--- src/rtl/tft_bus_arbiter.sv ---
// Round-robin arbiter that lends the single tft_spi transmitter to one requester per job,
// using each requester's enable/busy handshake; requester 0 (init) can be forced to go first.
module tft_bus_arbiter #(
    parameter int N          = 3,
    parameter bit INIT_FIRST = 1'b1,
    localparam int W         = (N > 1) ? $clog2(N) : 1
) (
    input  logic           i_clk,
    input  logic           i_rst,
    input  logic [N-1:0]   i_req,
    input  logic [N-1:0]   i_busy_in,
    input  logic [8*N-1:0] i_data_in,
    input  logic [N-1:0]   i_dc_in,
    input  logic [N-1:0]   i_transmit_in,
    input  logic           i_spi_busy,
    output logic [N-1:0]   o_enable,
    output logic [7:0]     o_spi_data,
    output logic           o_spi_dc,
    output logic           o_spi_transmit,
    output logic [W-1:0]   o_grant_id,
    output logic           o_idle,
    output logic           o_init_done,
    output logic [1:0]     o_state
);

    // Handshake: the granted requester sees enable held from grant until the job ends;
    // it raises busy to claim the job and drops it when done. The job only ends once
    // both its busy and spi_busy are low, so the last byte always finishes shifting.
    typedef enum logic [1:0] {
        S_IDLE    = 2'd0,
        S_START   = 2'd1,
        S_RUN     = 2'd2,
        S_RELEASE = 2'd3
    } state_t;

    state_t         r_state;
    logic [N-1:0]   r_enable;
    logic [W-1:0]   r_grant_id;
    logic [W-1:0]   r_last;
    logic           r_idle;
    logic           r_init_done;

    logic [N-1:0]   w_elig;
    logic           w_found;
    logic [W-1:0]   w_pick;
    logic [W-1:0]   w_sel;
    int             w_idx;
    logic           w_gbusy;
    logic           w_greq;
    logic [7:0]     w_data;
    logic           w_dc;
    logic           w_tx;

    // Scan last+1, last+2, ... so the most recently served requester is considered last.
    always_comb begin
        w_elig  = i_req & (r_init_done ? {N{1'b1}} : N'(1));
        w_found = 1'b0;
        w_pick  = '0;
        w_idx   = 0;
        w_sel   = '0;
        for (int i = 1; i <= N; i++) begin
            w_idx = (int'(r_last) + i) % N;
            w_sel = W'(w_idx);
            if (!w_found && w_elig[w_sel]) begin
                w_found = 1'b1;
                w_pick  = w_sel;
            end
        end
    end

    always_comb begin
        w_gbusy = 1'b0;
        w_greq  = 1'b0;
        w_data  = 8'h00;
        w_dc    = 1'b0;
        w_tx    = 1'b0;
        for (int k = 0; k < N; k++) begin
            if (W'(k) == r_grant_id) begin
                w_gbusy = i_busy_in[k];
                w_greq  = i_req[k];
                if (r_enable[k]) begin
                    w_data = i_data_in[8*k +: 8];
                    w_dc   = i_dc_in[k];
                    w_tx   = i_transmit_in[k];
                end
            end
        end
    end

    always_ff @(posedge i_clk) begin
        if (i_rst) begin
            r_state     <= S_IDLE;
            r_enable    <= '0;
            r_grant_id  <= '0;
            r_last      <= W'(N - 1);
            r_idle      <= 1'b1;
            r_init_done <= !INIT_FIRST;
        end else begin
            case (r_state)
                S_IDLE: begin
                    if (w_found) begin
                        r_grant_id <= w_pick;
                        r_enable   <= N'(1) << w_pick;
                        r_idle     <= 1'b0;
                        r_state    <= S_START;
                    end
                end
                S_START: begin
                    if (w_gbusy)
                        r_state <= S_RUN;
                    else if (!w_greq)
                        r_state <= S_RELEASE;
                end
                S_RUN: begin
                    if (!w_gbusy && !i_spi_busy)
                        r_state <= S_RELEASE;
                end
                S_RELEASE: begin
                    // Enable drops here, so the next grant is separated by one all-zero cycle.
                    r_enable <= '0;
                    r_last   <= r_grant_id;
                    if (r_grant_id == '0)
                        r_init_done <= 1'b1;
                    r_idle   <= 1'b1;
                    r_state  <= S_IDLE;
                end
                default: r_state <= S_IDLE;
            endcase
        end
    end

    assign o_enable       = r_enable;
    assign o_grant_id     = r_grant_id;
    assign o_idle         = r_idle;
    assign o_init_done    = r_init_done;
    assign o_state        = r_state;
    assign o_spi_data     = w_data;
    assign o_spi_dc       = w_dc;
    assign o_spi_transmit = w_tx;

endmodule

--- config.mk ---
export PLATFORM = sky130hd
export DESIGN_NAME = tft_bus_arbiter
export DESIGN_NICKNAME = d
export VERILOG_FILES = /design/src/rtl/tft_bus_arbiter.sv
export SDC_FILE = /design/constraint.sdc
export NUM_CORES = 1
export LEC_CHECK = 0
export CAP_MARGIN = 10
export CORE_AREA = 3 3 53 55
export CTS_BUF_LIST = sky130_fd_sc_hd__clkbuf_2 sky130_fd_sc_hd__clkbuf_4 sky130_fd_sc_hd__clkbuf_8
export DETAILED_ROUTE_END_ITERATION = 10
export DIE_AREA = 0 0 56 58
export GPL_TIMING_DRIVEN = 0
export PLACE_DENSITY = 0.9
export SYNTH_ARGS = -nofsm -noshare
export SYNTH_HDL_FRONTEND = slang
export SYNTH_SLANG_ARGS = --single-unit
export TNS_END_PERCENT = 5
--- constraint.sdc ---
create_clock -name i_clk -period 4.7 [get_ports i_clk]
set_input_delay 0.47 -clock i_clk [delete_from_list [all_inputs] [get_ports i_clk]]
set_output_delay 0.47 -clock i_clk [all_outputs]
set_load 0.005 [all_outputs]
# --- Word level (Yosys, flattened, before mapping) ---
# Index checks and enable logic that the tools add are counted.
classes:
  n_bitwise: 1
  n_mux: 46
  n_addsub: 3
  reduce_logical: 14
  order_cmp: 3
  eq_ne: 8
  n_div: 3
  n_shift: 1
ops:
  columns: ["op", "n"]
  rows:
  - ["$mod A32 B3 Y32 const B", 3]
  - ["$mux W8", 6]
  - ["$mux W1", 25]
  - ["$mux W2", 7]
  - ["$lt A2 B3 Y1 const B", 3]
  - ["$pmux W2 S4", 1]
  - ["$add A2 B2 Y3 const B", 2]
  - ["$bmux W1 S2", 3]
  - ["$mux W3", 2]
  - ["$pmux W3 S2", 1]
  - ["$reduce_and A2 Y1", 3]
  - ["$eq A2 B2 Y1 const B", 2]
  - ["$logic_not A1 Y1", 4]
  - ["$logic_not A2 Y1", 2]
  - ["$ne A2 B2 Y1 const B", 2]
  - ["$add A2 B1 Y3 const B", 1]
  - ["$and A3 B3 Y3", 1]
  - ["$logic_and A1 B1 Y1", 3]
  - ["$ne A3 B3 Y1 const B", 1]
  - ["$reduce_and A3 Y1", 1]
  - ["$shl A1 B2 Y3 const A", 1]
  - ["$eq A1 B2 Y1 const A", 1]
  - ["$eq A2 B1 Y1 const B", 1]
  - ["$eq A2 B2 Y1 const A", 1]
  - ["2 further kinds", 2]
totals:
  output_inout_bits: 19
  input_bits: 39
  reg_bits: 11

# --- Logic depth before layout (Yosys ltp) ---
# Gate-level depths: netlist of the first run.
logic_depth:
  word_depth: 14
  ltp_mapped: 7
  ltp_nobuf: 7

# --- Worst setup path after synthesis of the first run ---
# OpenSTA, ideal clock, no wires.
synth_timing:
  kind: "flip-flop to flip-flop"
  startpoint: "reg r_last[0]"
  endpoint: "reg r_enable[0], in the netlist o_enable[0]"
  slack_ps: 2762
  t_arrival_ps: 1878
  t_required_ps: 4640
  synth_period_minus_slack_ps: 1938
  setup_ps: 60
  path_stages_with_launch: 8
  cell_sequence: "dfxtp_1 > inv_1 > ha_1 > nand4b_1 > o211ai_1 > or4_4 > a21oi_2 > a22o_1"
synth_via:
  elab_chain_len: 14
  elab_cells_between_ends: 27
  classes_between: "add/sub (3); div (3); eq/ne (1); shift (1); mux (14); reduce/logical (5)"
synth_lines:
  columns: ["item", "line_no", "text"]
  rows:
  - ["start: declaration", "39", "logic [W-1:0] r_last;"]
  - ["start signal: assignment", "95", "r_last <= W'(N - 1);"]
  - ["start signal: assignment", "121", "r_last <= r_grant_id;"]
  - ["$add A2 B1 Y3", "62", "w_idx = (int'(r_last) + i) % N;"]
  - ["$mod A32 B3 Y32", "62", null]
  - ["$bmux W1 S2", "64", "if (!w_found && w_elig[w_sel]) begin"]
  - ["$mux W1 (not written as such)", "64", null]
  - ["$mux W1", "64", null]
  - ["$logic_not A1 Y1", "64", null]
  - ["$logic_and A1 B1 Y1", "64", null]
  - ["$mux W1", "64", null]
  - ["$logic_not A1 Y1", "64", null]
  - ["$logic_and A1 B1 Y1", "64", null]
  - ["$mux W2", "64", null]
  - ["$shl A1 B2 Y3", "103", "r_enable <= N'(1) << w_pick;"]
  - ["$mux W3", "101", "if (w_found) begin"]
  - ["$pmux W3 S2", "99", "case (r_state)"]
  - ["end signal: assignment", "103", null]
  - ["end: declaration", "37", "logic [N-1:0] r_enable;"]
# Parallel ways exist; a longest one is shown, timed or not. The select of a mux whose other input is x is not followed.
# A chain may end at the register's enable or synchronous reset.

# --- Worst setup path after layout of the first run ---
layout_timing:
  startpoint: "reg r_grant_id[0], in the netlist o_grant_id[0]"
  endpoint: "out o_spi_transmit"
layout_via:
  elab_chain_len: 6
  elab_cells_between_ends: 8
  classes_between: "eq/ne (2); mux (5); reduce/logical (1)"
layout_lines:
  columns: ["item", "line_no", "text"]
  rows:
  - ["start: declaration", "38", "logic [W-1:0] r_grant_id;"]
  - ["start signal: assignment", "102", "r_grant_id <= w_pick;"]
  - ["$logic_not A2 Y1", "78", "if (W'(k) == r_grant_id) begin"]
  - ["$mux W1", "78", null]
  - ["$mux W1", "81", "if (r_enable[k]) begin"]
  - ["$mux W1", "78", null]
  - ["$mux W1", "81", null]
  - ["$mux W1 *", "78", null]
  - ["end: declaration", "19", "output logic o_spi_transmit,"]
# Mark *: on every way between the ends. The rest lies on a longest branch, timed or not.

==> metrics.md, run 1 <==
| Metric | Value |
|---|---|
| Synth Area in XOR/XNOR | `0%` |
| Most frequent CP cell | `clkbuf_1` |
| Hold Path Stages | `1` |
| All-Layer GR Usage | `19.26%` |
| Core area | `between 2000 and 2500 um2` |
| Die Span Y | `roughly 58 um` |
| Starting density of the core | `about two fifths` |
| Initial antenna violation count | `0` |
| Final GP Congestion | `a little under 0.9` |
| Remaining antenna violation count after routing | `0` |
| Post-Syn Instances | `121` |
| Crit. End Element | `primary output` |
| Hold Crit Class | `reg -> reg` |
| Prevailing post-synth register cell | `dfxtp_1` |
| Status | `completed` |
| Worst r2r path cells | `7` |
| Cell family with most CP delay | `buffers and inverters` |
| Netlist cell types | `36` |
| Area contributors post-synth | `dfxtp_1, a222oi_1, ha_1` |
| Req. time, crit path | `4.23 ns` |
| DPL Wire Length | `2530 um` |
| N_diodes | `0` |
| Fillers | `200` |
| Cell Chain, Critical Path | `clkbuf_1 -> nor2_1 -> and2_1 -> clkbuf_1 -> a222oi_1 -> inv_1 -> clkdlybuf4s50_1` |
| Post-Route Skew | `between 0.01 and 0.015 ns` |
| Fin. Hold Viols | `0` |
| Syn_area_per_cell | `8.097 um2` |
| Yosys reg bits | `11` |
| Post-DR wirelength/cell | `14.91 um` |
| PwrDens | `308.9 nW/um2` |
| Async set-reset flop share out of synthesis | `0%` |
| Site row count | `18` |
| Compound-Gate Fraction of Synth Area | `27.46%` |
| WS Path Type | `reg -> out` |
| Layout area overhead | `63.86%` |
| CTS clock-pin slew for the worst setup and hold paths | `0.08 ns` |
| CTS Root Cell | `clkbuf_4` |
| Hold buffer count at CTS | `0` |
| Global-route wire length before repair | `5057 um` |
| Worst path bufs/invs | `4` |
| Worst skew pair latency | `0.28 ns` |
| Die area | `~3200 um2` |
| CP max stage cell | `clkdlybuf4s50_1` |
| PortBufs | `56` |
| Vias/cell | `5.630` |
| Fin crit period | `2.865 ns` |
| Post-synth EDFFs | `0` |
| Slew @ Worst Pin | `about 0.6 ns` |
| Setup Buffers After CTS | `0` |
| Synth Cell Area | `between 900 and 1000 um2` |
| Nets | `229` |
| Leak Pwr | `0.6868 nW` |
| Ports | `58` |
| Min-delay src | `o_enable[1]$_SDFFE_PP0P_` |
| H-tree levels | `1` |
| Fmax | `roughly 350 MHz` |
| CP Data Arrival Time | `2.39 ns` |
| CP max stage delay | `between 0.4 and 0.5 ns` |
| Setup TNS | `0 ns` |
| Share of layout cells above drive strength 1 | `roughly 6.6%` |
| CTS Buffer Depth | `2` |
| Vias in the first global route | `1,123` |
| Peak supply drop | `between 0.3 and 0.4 mV` |
| Clk sink count | `11` |
| CTS tree | `done` |
| R2R setup slack | `2.52 ns` |
| MaxCap Viol Count | `0` |
| WHS Endpoint | `o_enable[1]$_SDFFE_PP0P_` |
| Mux contribution to synthesized area | `under 10%` |
| Yosys top cell area share | `22.48%` |
| Vias | `1,188` |
| Most area-hungry cell type in the Yosys netlist | `dfxtp_1` |
| Die width | `56 um` |
| Util after Layout | `66.00%` |
| Iteration-0 DRC count of the detailed router | `128` |
| Post-cts resize count | `0` |
| Startpoint Class | `flop` |
| Post-synthesis sequential area ratio | `between 20% and 30%` |
| Routed wire length | `3147 um` |
| Detailed Routing Iterations Pass 1 | `4` |
| Adder-Cell Fraction of Synth Area | `between 10 and 15%` |
| Reg-to-Reg End | `o_state[0]$_SDFFE_PP0P_` |
| Largest family of logic cells by synthesized area | `compound AO/OA/AOI/OAI gates` |
| Relative slew margins | `60.74%` |
| Fin. max-slew vios | `0` |
| Final period util | `60.95%` |
| Yosys warns | `0` |
| Syn_nets | `168` |
| Final setup vio count | `0` |
| Crit path max fanout | `10` |
| RR Startpoint | `r_last[0]$_SDFFE_PP0P_` |
| DRC viols | `0` |
| CTS buffer count | `3` |
| Unrepaired setup endpoints after global routing | `false` |
| Remaining global-route overflow | `0` |
| Post-Synth Simple-Gate Area | `25.42%` |
| Largest net degree at the start of global routing | `11` |
## power by group
part           leakage, nW  total (mW)  internal (mW)  switching (mW)
sequential          0.0897       0.127          0.111          0.0157
clock               0.0177      0.0654         0.0316          0.0338
combinational        0.579       0.304          0.175           0.129
total                0.687       0.496          0.317           0.179
## cell families after synthesis
family	after synthesis
AND/OR/NAND/NOR	40
AO/OA/AOI/OAI	33
buffers and inverters	24
flip-flops	11
adder cells (fa/ha/maj)	8
multiplexers	5
## state kept, by name (all words and copies together) (netlist names)
register and cells:
o_enable 3, o_grant_id 2, o_state 2, r_last 2, o_idle 1, o_init_done 1
## metal layers
metal | GRT usage (%) | up-vias | part of all wire, %
li1 | - | 577 | -
met1 | 23.98 | 534 | 43
met2 | 32.22 | 72 | 46
met3 | 6.013 | 5 | 11
met4 | 5.424 | 0 | 0.86
met5 | 0 | - | 0
## worst register-to-register path, cell delays in order, from the launching register on
cell      delay [ns]
dfxtp_1         0.38
inv_1           0.06
ha_1            0.38
nand4b_1        0.19
o211ai_1        0.21
or4_4           0.57
and3_1          0.17
o32ai_1         0.12
## stage by stage
step	setup WS, ns	cells	hold WS, ns	total power [mW]	instance area [um2]
global route	1.608	211	0.5056	0.5339	1605
CTS	1.818	211	0.4976	0.4987	1605
finish	1.835	211	0.4989	0.4959	1605
detailed placement	2.128	207	0.4787	0.4330	1578
floorplan	2.762	121	0.4781	0.2899	979.7
global placement	2.191	207	0.4802	0.4188	1578
## cells in the final DEF (no fill, tap or decap), types with 3 or more instances in the layout
master,n
clkdlybuf4s50_1,56
inv_1,17
dfxtp_1,11
a222oi_1,10
nand2_1,9
ha_1,8
nor2_1,6
nand4b_1,6
clkbuf_1,5
o21ai_0,5
mux2i_1,5
a21oi_1,4
and3_1,3
or3b_1,3
a22o_1,3
clkbuf_4,3
## cells in the mapped netlist (2+ instances only)
cell and count:
clkbuf_1 5, nor2_1 6, and3_1 3, or3b_1 3, o21ai_0 5, dfxtp_1 11, nand3_1 2, nand2_1 9
inv_1 17, a222oi_1 10, a21oi_1 4, a22o_1 3, nand3b_1 2, ha_1 8, mux2i_1 5, nand2b_1 2
nand4b_1 6, o211ai_1 2
## layout make-up
cell class	instances	area (um2)	area share, %
multi-input cells	86	668.1	41.62
repair buffers	56	560.5	34.92
flip-flops and latches	11	220.2	13.72
inverters	17	63.81	3.975
well taps	30	37.54	2.338
plain buffers	7	27.53	1.715
clock buffers	3	22.52	1.403
clock inverters	1	5.005	0.3118
## worst max-delay path by stage
| stage | startpoint | end | slack (ns) | cells past startpoint |
|---|---|---|---|---|
| after floorplan | r_last[0]$_SDFFE_PP0P_ | o_enable[0]$_SDFFE_PP0P_ | 2.76 | 7 |
| after CTS | o_grant_id[1]$_SDFFE_PP0P_ | o_spi_transmit | 1.82 | 6 |
| after global placement | o_grant_id[1]$_SDFFE_PP0P_ | o_spi_dc | 2.19 | 6 |
| after global routing | o_grant_id[0]$_SDFFE_PP0P_ | o_spi_data[1] | 1.61 | 7 |
| final | o_grant_id[0]$_SDFFE_PP0P_ | o_spi_transmit | 1.84 | 7 |
| after detailed placement | o_grant_id[0]$_SDFFE_PP0P_ | o_spi_transmit | 2.13 | 7 |
Power figures use the tool's default switching activity.
==> run 2, diff against run 1 <==
Settings changed: CORE_AREA 3 3 53 55 to 3 3 57 59, DIE_AREA 0 0 56 58 to 0 0 60 62, PLACE_DENSITY 0.9 to 0.82.
Clock period 4.7 ns to 2.4 ns, I/O delays scaled along.
==> run 2 against run 1 <==
Compared with the run above: core utilization fell by 7.4 points; routed wire length is 0.83% higher; via count unchanged; hold slack lost 0.14 ns; non-clock buffer count is 3 lower; register-to-register slack got worse by 2.3 ns; critical path depth fell by 1; setup slack got worse by 1.7 ns; sequential cell count did not move; total power rose by 99%; count of clock-buffer cells in the layout up 1; largest power group unchanged.
==> metrics.md, run 2 (synthesis gave the netlist of run 1 again) <==
| Metric | Value |
|---|---|
| Fin. Hold Viols | `0` |
| Ports | `58` |
| Vias | `1,188` |
| Post-Route Skew | `0.006750 ns` |
| Leak Pwr | `0.6871 nW` |
| Clk sink count | `11` |
| Status | `completed` |
| Hold buffer count at CTS | `0` |
| Relative slew margins | `between 60% and 70%` |
| Req. time, crit path | `approximately 2.2 ns` |
| Setup Buffers After CTS | `0` |
| Starting density of the core | `35.53%` |
| Crit path max fanout | `10` |
| WS Path Type | `reg -> out` |
| RR Startpoint | `r_last[0]$_SDFFE_PP0P_` |
| Most common cell after layout, fill and taps aside | `clkdlybuf4s50_1` |
| Global-route track usage on met1 | `16.98%` |
| Die Span Y | `62 um` |
| Hold Crit Class | `in -> reg` |
| Crit path from | `o_grant_id[1]$_SDFFE_PP0P_` |
| Final setup vio count | `0` |
| Nets | `226` |
| Iteration-0 DRC count of the detailed router | `70` |
| Routed wire length | `3173 um` |
| Unrepaired setup endpoints after global routing | `true` |
| Commonest cells after routing, fill and taps aside | `clkdlybuf4s50_1, inv_1, a222oi_1` |
| Fin. max-slew vios | `0` |
| Setup TNS | `0 ns` |
| Startpoint Class | `flop` |
| Share of layout cells above drive strength 1 | `8.427%` |
| CTS buffer count | `3` |
| Fin worst setup slack | `just under 0.09 ns` |
| Remaining global-route overflow | `0` |
| Site row count | `19` |
| Initial antenna violation count | `0` |
| N_diodes | `0` |
| Core area | `2758 um2` |
| All-Layer GR Usage | `16.52%` |
| Placement-stage worst setup slack | `0.04468 ns` |
| Top Usage Layer GRT | `met2` |
| Remaining antenna violation count after routing | `0` |
| Peak supply drop | `approximately 0.74 mV` |
| Grt met3 use | `5.785%` |
| CTS Buffer Depth | `2` |
| CTS clock-pin slew for the worst setup and hold paths | `0.06 ns` |
| CTS tree | `done` |
| Final GP Congestion | `about 0.80` |
| Global-route wire length before repair | `4629 um` |
| PortBufs | `between 50 and 60` |
| CTS Root Cell | `clkbuf_4` |
| Vias in the first global route | `around 1,100` |
| Fmax | `around 430 MHz` |
| Die width | `roughly 60 um` |
| CP Data Arrival Time | `roughly 2.1 ns` |
| Die area | `3720 um2` |
| Largest net degree at the start of global routing | `11` |
| Min-delay src | `i_rst` |
| Layout area overhead | `64.88%` |
| DPL Wire Length | `between 2000 and 3000 um` |
| Detailed Routing Iterations Pass 1 | `4` |
| Max reg flops | `3` |
| Crit. End Element | `primary output` |
| MaxCap Viol Count | `0` |
| Vias/cell | `5.684` |
| Worst skew pair latency | `0.27 ns` |
| H-tree levels | `1` |
| Final period util | `96.39%` |
| Slew @ Worst Pin | `0.5321 ns` |
| Met2 Track Usage GR | `31.94%` |
| PwrDens | `610.1 nW/um2` |
| Post-DR wirelength/cell | `15.18 um` |
| Fin crit period | `around 2.3 ns` |
| DRC viols | `0` |
[run 2: changes by cell type in the layout (fill, tap and decap cells not counted), sizes merged]
cell / before / now
clkinv: 1 / 0
buf: 2 / 1
clkbuf: 8 / 7
[run 2: final timing paths]
kind / end / slack [ns] / cells after the start
min reg2reg: o_enable[1]$_SDFFE_PP0P_ / 0.53 / 1
min: o_init_done$_SDFFE_PP0P_ / 0.36 / 2
max reg2reg: o_enable[0]$_SDFFE_PP0P_ / 0.20 / 7
max: o_spi_transmit / 0.09 / 6
[run 2: cell type report]
| cell class | count | area, um2 |
|---|---|---|
| fillers | 249 | 1142 |
| multi-input cells | 86 | 680.7 |
| repair buffers | 56 | 560.5 |
| flip-flops and latches | 11 | 225.2 |
| inverters | 17 | 63.81 |
| well taps | 31 | 38.79 |
| clock buffers | 4 | 30.03 |
| plain buffers | 4 | 16.27 |
[run 2: repair_timing]
| item | in CTS | in global routing |
|---|---|---|
| setup endpoints to repair | 10 | 12 |
| resized for setup | 3 | 2 |
| pin swaps | 0 | 5 |
| hold endpoints to repair | 0 | 0 |
[run 2: stage by stage]
| stage | utilization (%) | instances | hold WS [ns] | power (mW) | area, um2 |
|---|---|---|---|---|---|
| after global placement | 57.26 | 208 | 0.4878 | 0.8249 | 1579 |
| after CTS | 58.39 | 210 | 0.3455 | 0.9896 | 1610 |
| after detailed placement | 57.26 | 208 | 0.5143 | 0.8505 | 1579 |
| final | 58.58 | 209 | 0.3626 | 0.9855 | 1615 |
| after floorplan | - | 121 | 0.4781 | 0.5677 | 979.7 |
| after global routing | 58.58 | 209 | 0.4209 | 1.052 | 1615 |
[run 2: worst max-delay path: stages (launching register included)]
cell and delay [ns]:
dfxtp_2 0.43, nor2_1 0.08, and2_1 0.15, clkbuf_1 0.22, a222oi_1 0.38, inv_1 0.09, clkdlybuf4s50_1 0.45
[run 2: layer usage]
layer	part of all wire, %	vias to the layer above
met2	48	65
met3	13	2
met1	38	550
met5	0	-
li1	-	571
met4	0.35	0
[run 2: power breakdown]
group	switching, mW	internal, mW	leakage (nW)
clock network	0.0614	0.0757	0.0184
registers	0.0343	0.217	0.0910
logic	0.255	0.341	0.578
==> run 3, diff against run 2 <==
Settings changed: CORE_AREA 3 3 57 59 to 8 8 62 64, DIE_AREA 0 0 60 62 to 0 0 70 72, RECOVER_POWER from default to 100.
==> run 3 against run 2 <==
Compared with the run above: sequential share of layout area rose by 0.065 points; die area rose by 35%; cell count grew 0.48%; register-to-register slack worse by 0.05 ns; first-iteration DRC count is 2.9% higher; sequential cell count did not move; critical path depth rose by 1; combinational power down 3%; total power decreased by 1.3%; sequential power about the same; core utilization down 3.2 points; design area is 0.46% lower; critical path type is now reg -> reg; critical endpoint is now o_enable[1]$_SDFFE_PP0P_; largest power group unchanged; highest routed layer is now met3.
==> metrics.md, run 3 (synthesis gave the netlist of run 1 again) <==
| Metric | Value |
|---|---|
| Fin. Hold Viols | `0` |
| Site row count | `20` |
| Clk sink count | `11` |
| Most common cell after layout, fill and taps aside | `clkdlybuf4s50_1` |
| Peak supply drop | `0.4627 mV` |
| Detailed Routing Iterations Pass 1 | `4` |
| Combinational share of power | `59.9%` |
| Layout area overhead | `64.11%` |
| Core area | `2903 um2` |
| Pint | `~0.62 mW` |
| Worst setup endpoint | `o_enable[1]$_SDFFE_PP0P_` |
| Remaining global-route overflow | `0` |
| Commonest cells after routing, fill and taps aside | `clkdlybuf4s50_1, inv_1, a222oi_1` |
| PwrDens | `605.0 nW/um2` |
| Routed wire length | `3419 um` |
| Max reg flops | `3` |
| RR Startpoint | `r_last[0]$_SDFFE_PP0P_` |
| Psw | `0.3526 mW` |
| Iteration-0 DRC count of the detailed router | `72` |
| CTS Buffer Depth | `2` |
| DRC viols | `0` |
| PortBufs | `56` |
| Reg-to-Reg End | `o_enable[1]$_SDFFE_PP0P_` |
| Die Span Y | `around 72 um` |
| Switching part of the total power | `a little over a third` |
| Dpl cells | `210` |
| Post-Route Skew | `between 0.0005 and 0.0006 ns` |
| Setup TNS | `0 ns` |
| H-tree levels | `1` |
| Crit path from | `r_last[0]$_SDFFE_PP0P_` |
| Remaining antenna violation count after routing | `0` |
| Final GP Congestion | `0.7982` |
| Relative slew margins | `66.79%` |
| MaxCap Viol Count | `0` |
| Leak Pwr | `0.7009 nW` |
| Nets | `225` |
| Fin. max-slew vios | `0` |
| Hold buffer count at CTS | `0` |
| Final period util | `~94%` |
| Hold Crit Class | `in -> reg` |
| Initial antenna violation count | `0` |
| All-Layer GR Usage | `13.25%` |
| Register share of total power | `around a quarter` |
| Req. time, crit path | `2.56 ns` |
| WS Path Type | `reg -> reg` |
| Unrepaired setup endpoints after global routing | `false` |
| Clk pwr share | `14.5%` |
| CTS clock-pin slew for the worst setup and hold paths | `0.07 ns` |
| DPL Wire Length | `around 2800 um` |
| Vias | `between 1,000 and 1,500` |
| CTS tree | `done` |
| Worst skew pair latency | `0.26 ns` |
| Vias in the first global route | `1,194` |
| Fin crit period | `2.246 ns` |
| Starting density of the core | `33.75%` |
| CP Data Arrival Time | `2.41 ns` |
| CTS Root Cell | `clkbuf_4` |
| R2R setup slack | `0.15 ns` |
| Largest net degree at the start of global routing | `11` |
| Status | `completed` |
| Startpoint Class | `flop` |
| Worst r2r path cells | `7` |
| Share of layout cells above drive strength 1 | `7.910%` |
| Global-route wire length before repair | `5720 um` |
| Post-DR wirelength/cell | `16.28 um` |
| Die width | `roughly 70 um` |
| Die area | `about 5000 um2` |
| Final setup vio count | `0` |
| Fmax | `around 450 MHz` |
| Vias/cell | `5.671` |
| Slew @ Worst Pin | `0.4952 ns` |
| Ports | `58` |
| CTS buffer count | `3` |
| Finished Layout Cells | `210` |
| Crit. End Element | `flop` |
| N_diodes | `0` |
| Crit path max fanout | `9` |
[run 3: cell count changes in the layout (fill, tap and decap cells not counted)]
cell,before,now
clkbuf_1,3,2
clkdlybuf4s50_1,56,49
dlygate4sd3_1,0,7
nor4_1,0,1
nor4_2,1,0
[run 3: per-stage QoR]
step | cell area [um2] | power, mW | utilization (%) | hold slack [ns] | setup slack (ns)
6_report | 1608 | 0.9727 | 55.39 | 0.3309 | 0.1535
5_1_grt | 1608 | 1.053 | 55.39 | 0.3444 | 0.02012
4_1_cts | 1613 | 0.9968 | 55.56 | 0.3269 | 0.02916
3_5_place_dp | 1582 | 0.8506 | 54.48 | 0.4779 | 0.07320
3_3_place_gp | 1582 | 0.8299 | 54.48 | 0.4809 | 0.1296
2_1_floorplan | 979.7 | 0.5677 | - | 0.4781 | 0.4618
[run 3: metal layers]
| metal | wire, um | share of wire, % | track usage (%) |
|---|---|---|---|
| met3 | 324 | 9.5 | 4.775 |
| met4 | 0 | 0 | 2.009 |
| met1 | 1520 | 44 | 15.58 |
| met2 | 1574 | 46 | 22.94 |
| met5 | 0 | 0 | 0 |
[run 3: critical path: stages, from the launching register on]
cell and delay (ns):
dfxtp_1 0.39, inv_1 0.06, ha_1 0.39, nand4b_1 0.18
o211ai_1 0.22, o31ai_2 0.51, nor4_1 0.13, a22o_1 0.25
[run 3: worst min path at each step]
stage                            endpoint                     start  cells after the start  slack [ns]
3_3_place_gp     o_enable[1]$_SDFFE_PP0P_  o_enable[1]$_SDFFE_PP0P_                      1        0.48
4_1_cts          o_init_done$_SDFFE_PP0P_                     i_rst                      2        0.33
5_1_grt          o_init_done$_SDFFE_PP0P_                     i_rst                      2        0.34
6_report       o_grant_id[1]$_SDFFE_PP0P_                     i_rst                      2        0.33
3_5_place_dp     o_enable[1]$_SDFFE_PP0P_  o_enable[1]$_SDFFE_PP0P_                      1        0.48
2_1_floorplan    o_enable[2]$_SDFFE_PP0P_  o_enable[2]$_SDFFE_PP0P_                      1        0.48
[run 3: layout make-up]
class / count / area (um2)
buffer: 3 / 12.51
clock buffer: 4 / 30.03
fill: 267 / 1295
inverter: 17 / 63.81
multi-input combinational: 86 / 674.4
sequential: 11 / 225.2
tap: 33 / 41.29
timing repair buffer: 56 / 560.5
[run 3: power by group through the flow]
stage / clock (mW) / sequential [mW] / combinational, mW
finish: 0.141 / 0.249 / 0.582
detailed placement: 0 / 0.252 / 0.598
global placement: 0 / 0.251 / 0.579
global route: 0.155 / 0.255 / 0.643
floorplan: 0 / 0.250 / 0.317
CTS: 0.144 / 0.252 / 0.601
[run 3: what timing repair did]
action	4_1_cts	5_1_grt
gates resized for setup	3	1
pin swaps	0	2
buffers inserted	0	0
endpoints found under the setup margin	10	10
==> RTL edit, RTL diff (settings of run 3) <==
`INIT_FIRST`: 1'b1 -> 1'b0.
--- a/src/rtl/tft_bus_arbiter.sv
+++ b/src/rtl/tft_bus_arbiter.sv
@@ -4,3 +4,3 @@
     parameter int N          = 3,
-    parameter bit INIT_FIRST = 1'b1,
+    parameter bit INIT_FIRST = 1'b0,
     localparam int W         = (N > 1) ? $clog2(N) : 1
Function: changed (Yosys sat finds a counterexample within 4 cycles, from zero or initial values and one cycle with i_rst high).
==> RTL edit against run 3 <==
Via count grew 1.1%; routed wire length shrank 1.6%; setup slack improved by 0.028 ns; final area rose by 2.3%; sequential cell count fell by 1; power increased by 19%; area after synthesis increased by 1.8%.
==> RTL edit: results (changes against run 3) <==
status: complete, no violations (unchanged)
cell total after placement: 215 (was 210)
top cells by count, synth: inv_1 (22), a222oi_1 (10), dfxtp_1 (10), nor2_1 (10) (was inv_1 (17), dfxtp_1 (11), a222oi_1 (10))
Slowest cell on crit path: clkdlybuf4s50_1 (was o31ai_2)
Signal buffers: 62 (was 59)
min-delay src: o_enable[1]$_SDFFE_PP0P_ (was i_rst)
Clock buf/inv share: 2.21% (was 1.87%)
1st-iter DRT viols: 61 (was 72)
cts repair resizes: 2 (was 3)
layout cells sized above 1: 8.60% (was 7.91%)
routed vias: 1204 (was 1191)
TritonRoute pass-1 iters: 5 (was 4)
fillers: 263 (was 267)
Hold EP: o_enable[1]$_SDFFE_PP0P_ (was o_grant_id[1]$_SDFFE_PP0P_)
Worst R2R Path Depth: 8 (was 7)
dpl ws: 0.255 ns (was 0.0732 ns)
final HPWL from detailed placement: 2810 µm (was 2800 µm)
crit path DAT: 1.98 ns (was 2.41 ns)
Non-clock buffer share: 36.5% (was 35.6%)
worst hold slack: 0.507 ns (was 0.331 ns)
first-pass GRT wire length: 5370 µm (was 5720 µm)
Achievable Freq: 451 MHz (was 445 MHz)
drt wl/cell: 15.4 µm (was 16.3 µm)
worst hold path class: register to register (was input port to register)
Total Routing Usage GR: 12.5% (was 13.3%)
worst vdd ir: 0.566 mV (was 0.463 mV)
Multi-In Gates: 88 (was 86)
setup slack, reg-to-reg: 0.27 ns (was 0.15 ns)
fraction of area in registers: 12.2% (was 14.0%)
Area Growth Syn to Fin: 64.9% (was 64.1%)
fin nets: 234 (was 225)
inverters: 22 (was 17)
post-synthesis sequential area ratio: 20.1% (was 22.5%)
critical path startpoint: o_grant_id[1]$_SDFFE_PP0P_ (was r_last[0]$_SDFFE_PP0P_)
clk sinks: 10 (was 11)
Synth cell types: 38 (was 36)
Setup Skew: 0.00212 ns (was 0.000516 ns)
CP Max Fanout: 10 (was 9)
## RTL edit: power breakdown
part	internal, W	total, W	switching [W]
Combinational	0.000401	0.000752	0.000350
Clock	0.0000922	0.000151	0.0000589
Sequential	0.000216	0.000252	0.0000356
## RTL edit: layer usage
| metal | GRT usage [%] | routed length (µm) | up-vias |
|---|---|---|---|
| met5 | 0 | 0 | - |
| met2 | 23.2 | 1690 | 59 |
| li1 | - | - | 583 |
| met3 | 4.50 | 275 | 7 |
| met4 | 2.90 | 36 | 0 |
| met1 | 13.2 | 1360 | 555 |
## RTL edit: cell families after synthesis
kind of cell | after synthesis | share of synthesized area [%]
AO/OA/AOI/OAI | 41 | 35.4
flip-flops | 10 | 20.1
other | 1 | 0.376
buffers and inverters | 28 | 12.2
AND/OR/NAND/NOR | 33 | 16.9
adder cells (fa/ha/maj) | 8 | 10.0
multiplexers | 5 | 5.02
